## config.mk

```make
export PLATFORM = sky130hd
export DESIGN_NAME = fcl_dxl_status_rx
export DESIGN_NICKNAME = d
export VERILOG_FILES = /design/src/rtl/fcl_dxl_status_rx.sv
export SDC_FILE = /design/constraint.sdc
export NUM_CORES = 1
export LEC_CHECK = 0
export ABC_AREA = 1
export BUFFER_PORTS_ARGS = -buffer_cell sky130_fd_sc_hd__buf_2
export CAP_MARGIN = 25
export CELL_PAD_IN_SITES_DETAIL_PLACEMENT = 1
export CELL_PAD_IN_SITES_GLOBAL_PLACEMENT = 1
export CORE_MARGIN = 4
export CORE_UTILIZATION = 45
export DETAILED_ROUTE_END_ITERATION = 10
export PLACE_DENSITY = 0.82
export SKIP_CTS_REPAIR_TIMING = 1
export SLEW_MARGIN = 20
export SYNTH_ARGS = -nofsm -noshare
export SYNTH_HDL_FRONTEND = slang
export SYNTH_SLANG_ARGS = --single-unit
```

## constraint.sdc

```tcl
create_clock -name clk_in -period 4.4 [get_ports clk_in]
set_input_delay 0.88 -clock clk_in [delete_from_list [all_inputs] [get_ports clk_in]]
set_output_delay 0.88 -clock clk_in [all_outputs]
set_load 0.01 [all_outputs]
```

## src/rtl/fcl_dxl_status_rx.sv

```systemverilog
// Dynamixel status-packet receiver: parses FF FF ID LEN ERR P.. CHK after an arm
// pulse, validates checksum/ID/length and latches the reply fields.
module fcl_dxl_status_rx #(
  parameter int unsigned MAX_PARAMS      = 4,
  parameter int unsigned TIMEOUT_CYCLES  = 50000,
  localparam int unsigned PCW            = $clog2(MAX_PARAMS + 1),
  localparam int unsigned TW             = $clog2(TIMEOUT_CYCLES + 1)
) (
  input  logic                    clk_in,
  input  logic                    _reset_in,
  input  logic [7:0]              rx_data_in,
  input  logic                    rx_data_valid_in,
  input  logic                    expect_in,
  input  logic [7:0]              expected_id_in,
  output logic                    busy_out,
  output logic                    pkt_done_out,
  output logic [1:0]              error_code_out,
  output logic                    timeout_out,
  output logic [7:0]              status_id_out,
  output logic [7:0]              status_err_out,
  output logic [PCW-1:0]          param_count_out,
  output logic [8*MAX_PARAMS-1:0] param_data_out
);

  typedef enum logic [3:0] {
    IDLE, HDR1, HDR2, ID, LEN, ERR, PARAM, CHK, DONE
  } state_t;

  state_t                  state;
  logic [7:0]              exp_id;
  logic [7:0]              id_reg;
  logic [7:0]              err_reg;
  logic [7:0]              acc;
  logic [PCW-1:0]          pcnt;
  logic [PCW-1:0]          rem;
  logic [TW-1:0]           tmo;
  logic [8*MAX_PARAMS-1:0] param_buf;

  always_ff @(posedge clk_in or negedge _reset_in) begin
    if (!_reset_in) begin
      state           <= IDLE;
      busy_out        <= 1'b0;
      pkt_done_out    <= 1'b0;
      error_code_out  <= 2'd0;
      timeout_out     <= 1'b0;
      status_id_out   <= 8'd0;
      status_err_out  <= 8'd0;
      param_count_out <= '0;
      param_data_out  <= '0;
      exp_id          <= 8'd0;
      id_reg          <= 8'd0;
      err_reg         <= 8'd0;
      acc             <= 8'd0;
      pcnt            <= '0;
      rem             <= '0;
      tmo             <= '0;
      param_buf       <= '0;
    end else begin
      pkt_done_out <= 1'b0;
      timeout_out  <= 1'b0;
      if (expect_in) begin
        // Arm or re-arm: any partial packet is dropped, a concurrent byte too
        state     <= HDR1;
        busy_out  <= 1'b1;
        exp_id    <= expected_id_in;
        tmo       <= TW'(TIMEOUT_CYCLES);
        acc       <= 8'd0;
        pcnt      <= '0;
        rem       <= '0;
        id_reg    <= 8'd0;
        err_reg   <= 8'd0;
        param_buf <= '0;
      end else begin
        case (state)
          IDLE: ;
          DONE: begin
            state    <= IDLE;
            busy_out <= 1'b0;
          end
          default: begin
            if (rx_data_valid_in) begin
              tmo <= TW'(TIMEOUT_CYCLES);
              case (state)
                HDR1: if (rx_data_in == 8'hFF) state <= HDR2;
                HDR2: state <= (rx_data_in == 8'hFF) ? ID : HDR1;
                ID: begin
                  if (rx_data_in != 8'hFF) begin
                    id_reg <= rx_data_in;
                    acc    <= acc + rx_data_in;
                    state  <= LEN;
                  end
                end
                LEN: begin
                  if (rx_data_in < 8'd2 || 32'(rx_data_in) > MAX_PARAMS + 32'd2) begin
                    state           <= DONE;
                    pkt_done_out    <= 1'b1;
                    error_code_out  <= 2'd3;
                    status_id_out   <= id_reg;
                    status_err_out  <= err_reg;
                    param_count_out <= pcnt;
                    param_data_out  <= param_buf;
                  end else begin
                    acc   <= acc + rx_data_in;
                    rem   <= PCW'(rx_data_in - 8'd2);
                    state <= ERR;
                  end
                end
                ERR: begin
                  err_reg <= rx_data_in;
                  acc     <= acc + rx_data_in;
                  state   <= (rem == '0) ? CHK : PARAM;
                end
                PARAM: begin
                  param_buf[8*pcnt +: 8] <= rx_data_in;
                  pcnt <= pcnt + PCW'(1);
                  acc  <= acc + rx_data_in;
                  if (pcnt == rem - PCW'(1)) state <= CHK;
                end
                CHK: begin
                  state           <= DONE;
                  pkt_done_out    <= 1'b1;
                  error_code_out  <= (rx_data_in != ~acc) ? 2'd1 :
                                     (id_reg != exp_id)   ? 2'd2 : 2'd0;
                  status_id_out   <= id_reg;
                  status_err_out  <= err_reg;
                  param_count_out <= pcnt;
                  param_data_out  <= param_buf;
                end
                default: ;
              endcase
            end else if (tmo <= TW'(1)) begin
              state       <= IDLE;
              busy_out    <= 1'b0;
              timeout_out <= 1'b1;
            end else begin
              tmo <= tmo - TW'(1);
            end
          end
        endcase
      end
    end
  end

endmodule

```

==> metrics.md <==
| Metric | Value |
|---|---|
| Nets | `~1,000` |
| Max Clock Skew | `approximately 0.0092 ns` |
| Mapped Cells | `between 800 and 900` |
| Root Driver | `clkbuf_16` |
| # IOs | `76` |
| CTS sink cnt | `146` |
| Fin. max-slew vios | `0` |
| Worst reg2reg path depth | `10` |
| Sequential cell area fraction in the yosys report | `between 50% and 60%` |
| Global route overflow | `0` |
| Post-synth EDFFs | `0` |
| Net count after synthesis | `~910` |
| Total negative slack | `0 ns` |
| VDD IR-drop max | `around 0.27 mV` |
| Endpoints failing hold | `0` |
| Initial core utilization | `between 40% and 50%` |
| CTS tree | `done` |
| Total iterations of the first detailed-routing run | `4` |
| DRT Wirelength | `roughly 20 mm` |
| Die Wd | `134.5 µm` |
| Pwr Density | `around 420 nW/µm²` |
| Avg Inst Size Synth | `around 8.3 µm²` |
| Least-Margin Pin Slew | `approximately 0.93 ns` |
| First-pass GRT wire length | `roughly 33 mm` |
| Asr flop ratio synth | `between 90% and 100%` |
| Worst-path clk slew | `0.06 ns` |
| Number of max-cap violations | `0` |
| Post-layout min period | `between 2 and 3 ns` |
| Later-pin clock latency in the skew report | `0.43 ns` |
| Cts bufs inserted | `17` |
| Total GRT Usage | `a little under a quarter` |
| Hold crit path type | `flop to flop` |
| Antenna cells | `0` |
| Site row count | `45` |
| Mapped Area | `slightly above 7000 µm²` |
| Fin Hold WS | `roughly 0.47 ns` |
| Hold Path Stages | `2` |
| Top flop regs | `param_buf: 32 flops, param_data_out: 32 flops, tmo: 16 flops` |
| Die H | `between 100 and 150 µm` |
| Wire per inst | `~17 µm` |
| Via density | `around 5.2` |
| Register bit total from synthesis | `between 100 and 150` |
| Distinct cells, synth | `38` |
| Top_reg_cell synth | `dfrtp_1` |
| CP endpoint kind | `flop` |
| Area delta synth->final | `15.80%` |
| P_leak | `roughly 4.4 nW` |
| Endpoints failing setup | `0` |
| RSZ-0062 raised after global routing | `no` |
| Startpoint Class | `primary input` |
| Vias in the first global route | `~6,500` |
| CTS Buffer Depth | `2` |
| Hpwl dp | `between 10 and 15 mm` |
| Die area | `about 18,000 µm²` |
| Synth area leaders | `dfrtp_1, nand2_1, inv_1` |
| Share of layout cells above drive strength 1 | `around 17%` |
| Ys Warns | `0` |
| Max Freq | `between 300 and 400 MHz` |
| Top cell type's share of synthesized area | `roughly half` |
| Placement Cell Area | `~7700 µm²` |
| Largest net degree at the start of global routing | `between 100 and 150` |
| Worst Path Required | `~4.7 ns` |
| Gpl congestion | `0.8426` |
| Core area | `15,430 µm²` |
| Status | `finished clean` |
| I/O Buffers | `75` |
| Worst Path Arrival | `2.91 ns` |
| Number of routed nets with antenna violations | `0` |
| Setup Crit Path Kind | `primary input to flop` |
| Final instance area | `between 8000 and 9000 µm²` |
| Initial antenna violation count | `0` |
| Crit share post-route | `58.42%` |
| Relative slew slack | `between 30% and 40%` |
| Drt drc | `0` |
| Crit-path max FO | `between 60 and 70` |
| Htree depth | `4` |
| Vias post-DR | `slightly above 6,000` |
| Area leader, netlist | `dfrtp_1` |
| Pwr Total | `0.003536 W` |
| Initial DRC count | `approximately 360` |
[cell usage in the layout, fill, tap and decap left out, drive strengths merged, types with 22 or more instances in the layout]
cell type | Yosys | final
clkbuf | 5 | 22
inv | 103 | 107
nand4 | 22 | 22
buf | 20 | 79
o22ai | 24 | 24
nand3 | 50 | 50
o21ai | 84 | 84
nand2 | 284 | 284
nor2 | 75 | 75
dfrtp | 146 | 146
[routing by layer]
layer / global-route usage (%) / share of wire [%]
met2: 39.30 / 49
met4: 7.070 / 2.4
met1: 28.95 / 44
met5: 0 / 0
met3: 4.918 / 4.6
[path summary, 6_finish.rpt]
kind,from,endpoint,slack (ns)
min in group asynchronous,_reset_in,param_data_out[10],0.55
hold / removal,status_err_out[6],status_err_out[6],0.47
setup reg to reg,state[1],param_data_out[18],1.92
setup / recovery,rx_data_in[1],param_data_out[18],1.83
hold reg to reg,status_err_out[6],status_err_out[6],0.47
max in group asynchronous,_reset_in,status_id_out[2],2.95
[logic make-up after synthesis]
| logic type | after synthesis | share of synthesized area (%) |
|---|---|---|
| compound gates | 125 | 10.66 |
| flops | 146 | 50.76 |
| xor+xnor | 15 | 1.825 |
| fa+ha+maj | 16 | 2.886 |
| buf+inv | 129 | 7.980 |
| simple gates | 438 | 25.89 |
[power by group]
| group | total, W | leakage, nW | internal (W) | switching, W |
|---|---|---|---|---|
| clock network | 0.00152 | 0.302 | 0.000945 | 0.000579 |
| logic | 0.000527 | 2.12 | 0.000162 | 0.000365 |
| registers | 0.00148 | 1.96 | 0.00141 | 0.0000700 |
| total | 0.00354 | 4.38 | 0.00252 | 0.00101 |
[metrics by stage]
step,worst slack (ns),utilization (%),std cells
after floorplan,2.344,-,869
after global placement,1.503,49.96,1134
after detailed placement,1.445,50.00,1134
after CTS,1.815,54.02,1166
after global routing,1.624,54.02,1166
final,1.829,54.02,1166
[synthesized netlist by cell type, types with 2 or more instances]
cell type	count
nand2_2	5
nand4_1	21
buf_6	10
inv_2	4
or2_2	2
ha_1	15
nor2_1	69
o21ai_2	25
nor3_1	3
nand2_4	2
buf_1	2
xor2_1	11
o21ai_0	37
dfrtp_1	146
o21ai_1	21
nor2_4	3
nor2_2	2
inv_1	99
buf_2	7
xnor2_1	4
nand2_1	277
nand3_1	49
clkbuf_1	4
a21oi_1	14
o22ai_1	24
[layout make-up]
cell class	count	area, µm²
timing repair buffer	79	424.2
multi-input combinational	594	2980
tap	211	264.0
clock inverter	10	146.4
clock buffer	22	474.2
sequential	146	3654
fill	1925	7093
inverter	104	391.6
[worst max-delay path, cell delays in order]
cell	delay, ns
buf_2	0.20
inv_1	0.11
nand2_1	0.09
nand2_1	0.05
nor2_1	0.12
nand3_1	0.16
nand2_4	0.31
buf_4	0.68
nand2_1	0.16
o21ai_2	0.09
(Power assumes the default switching activity.)
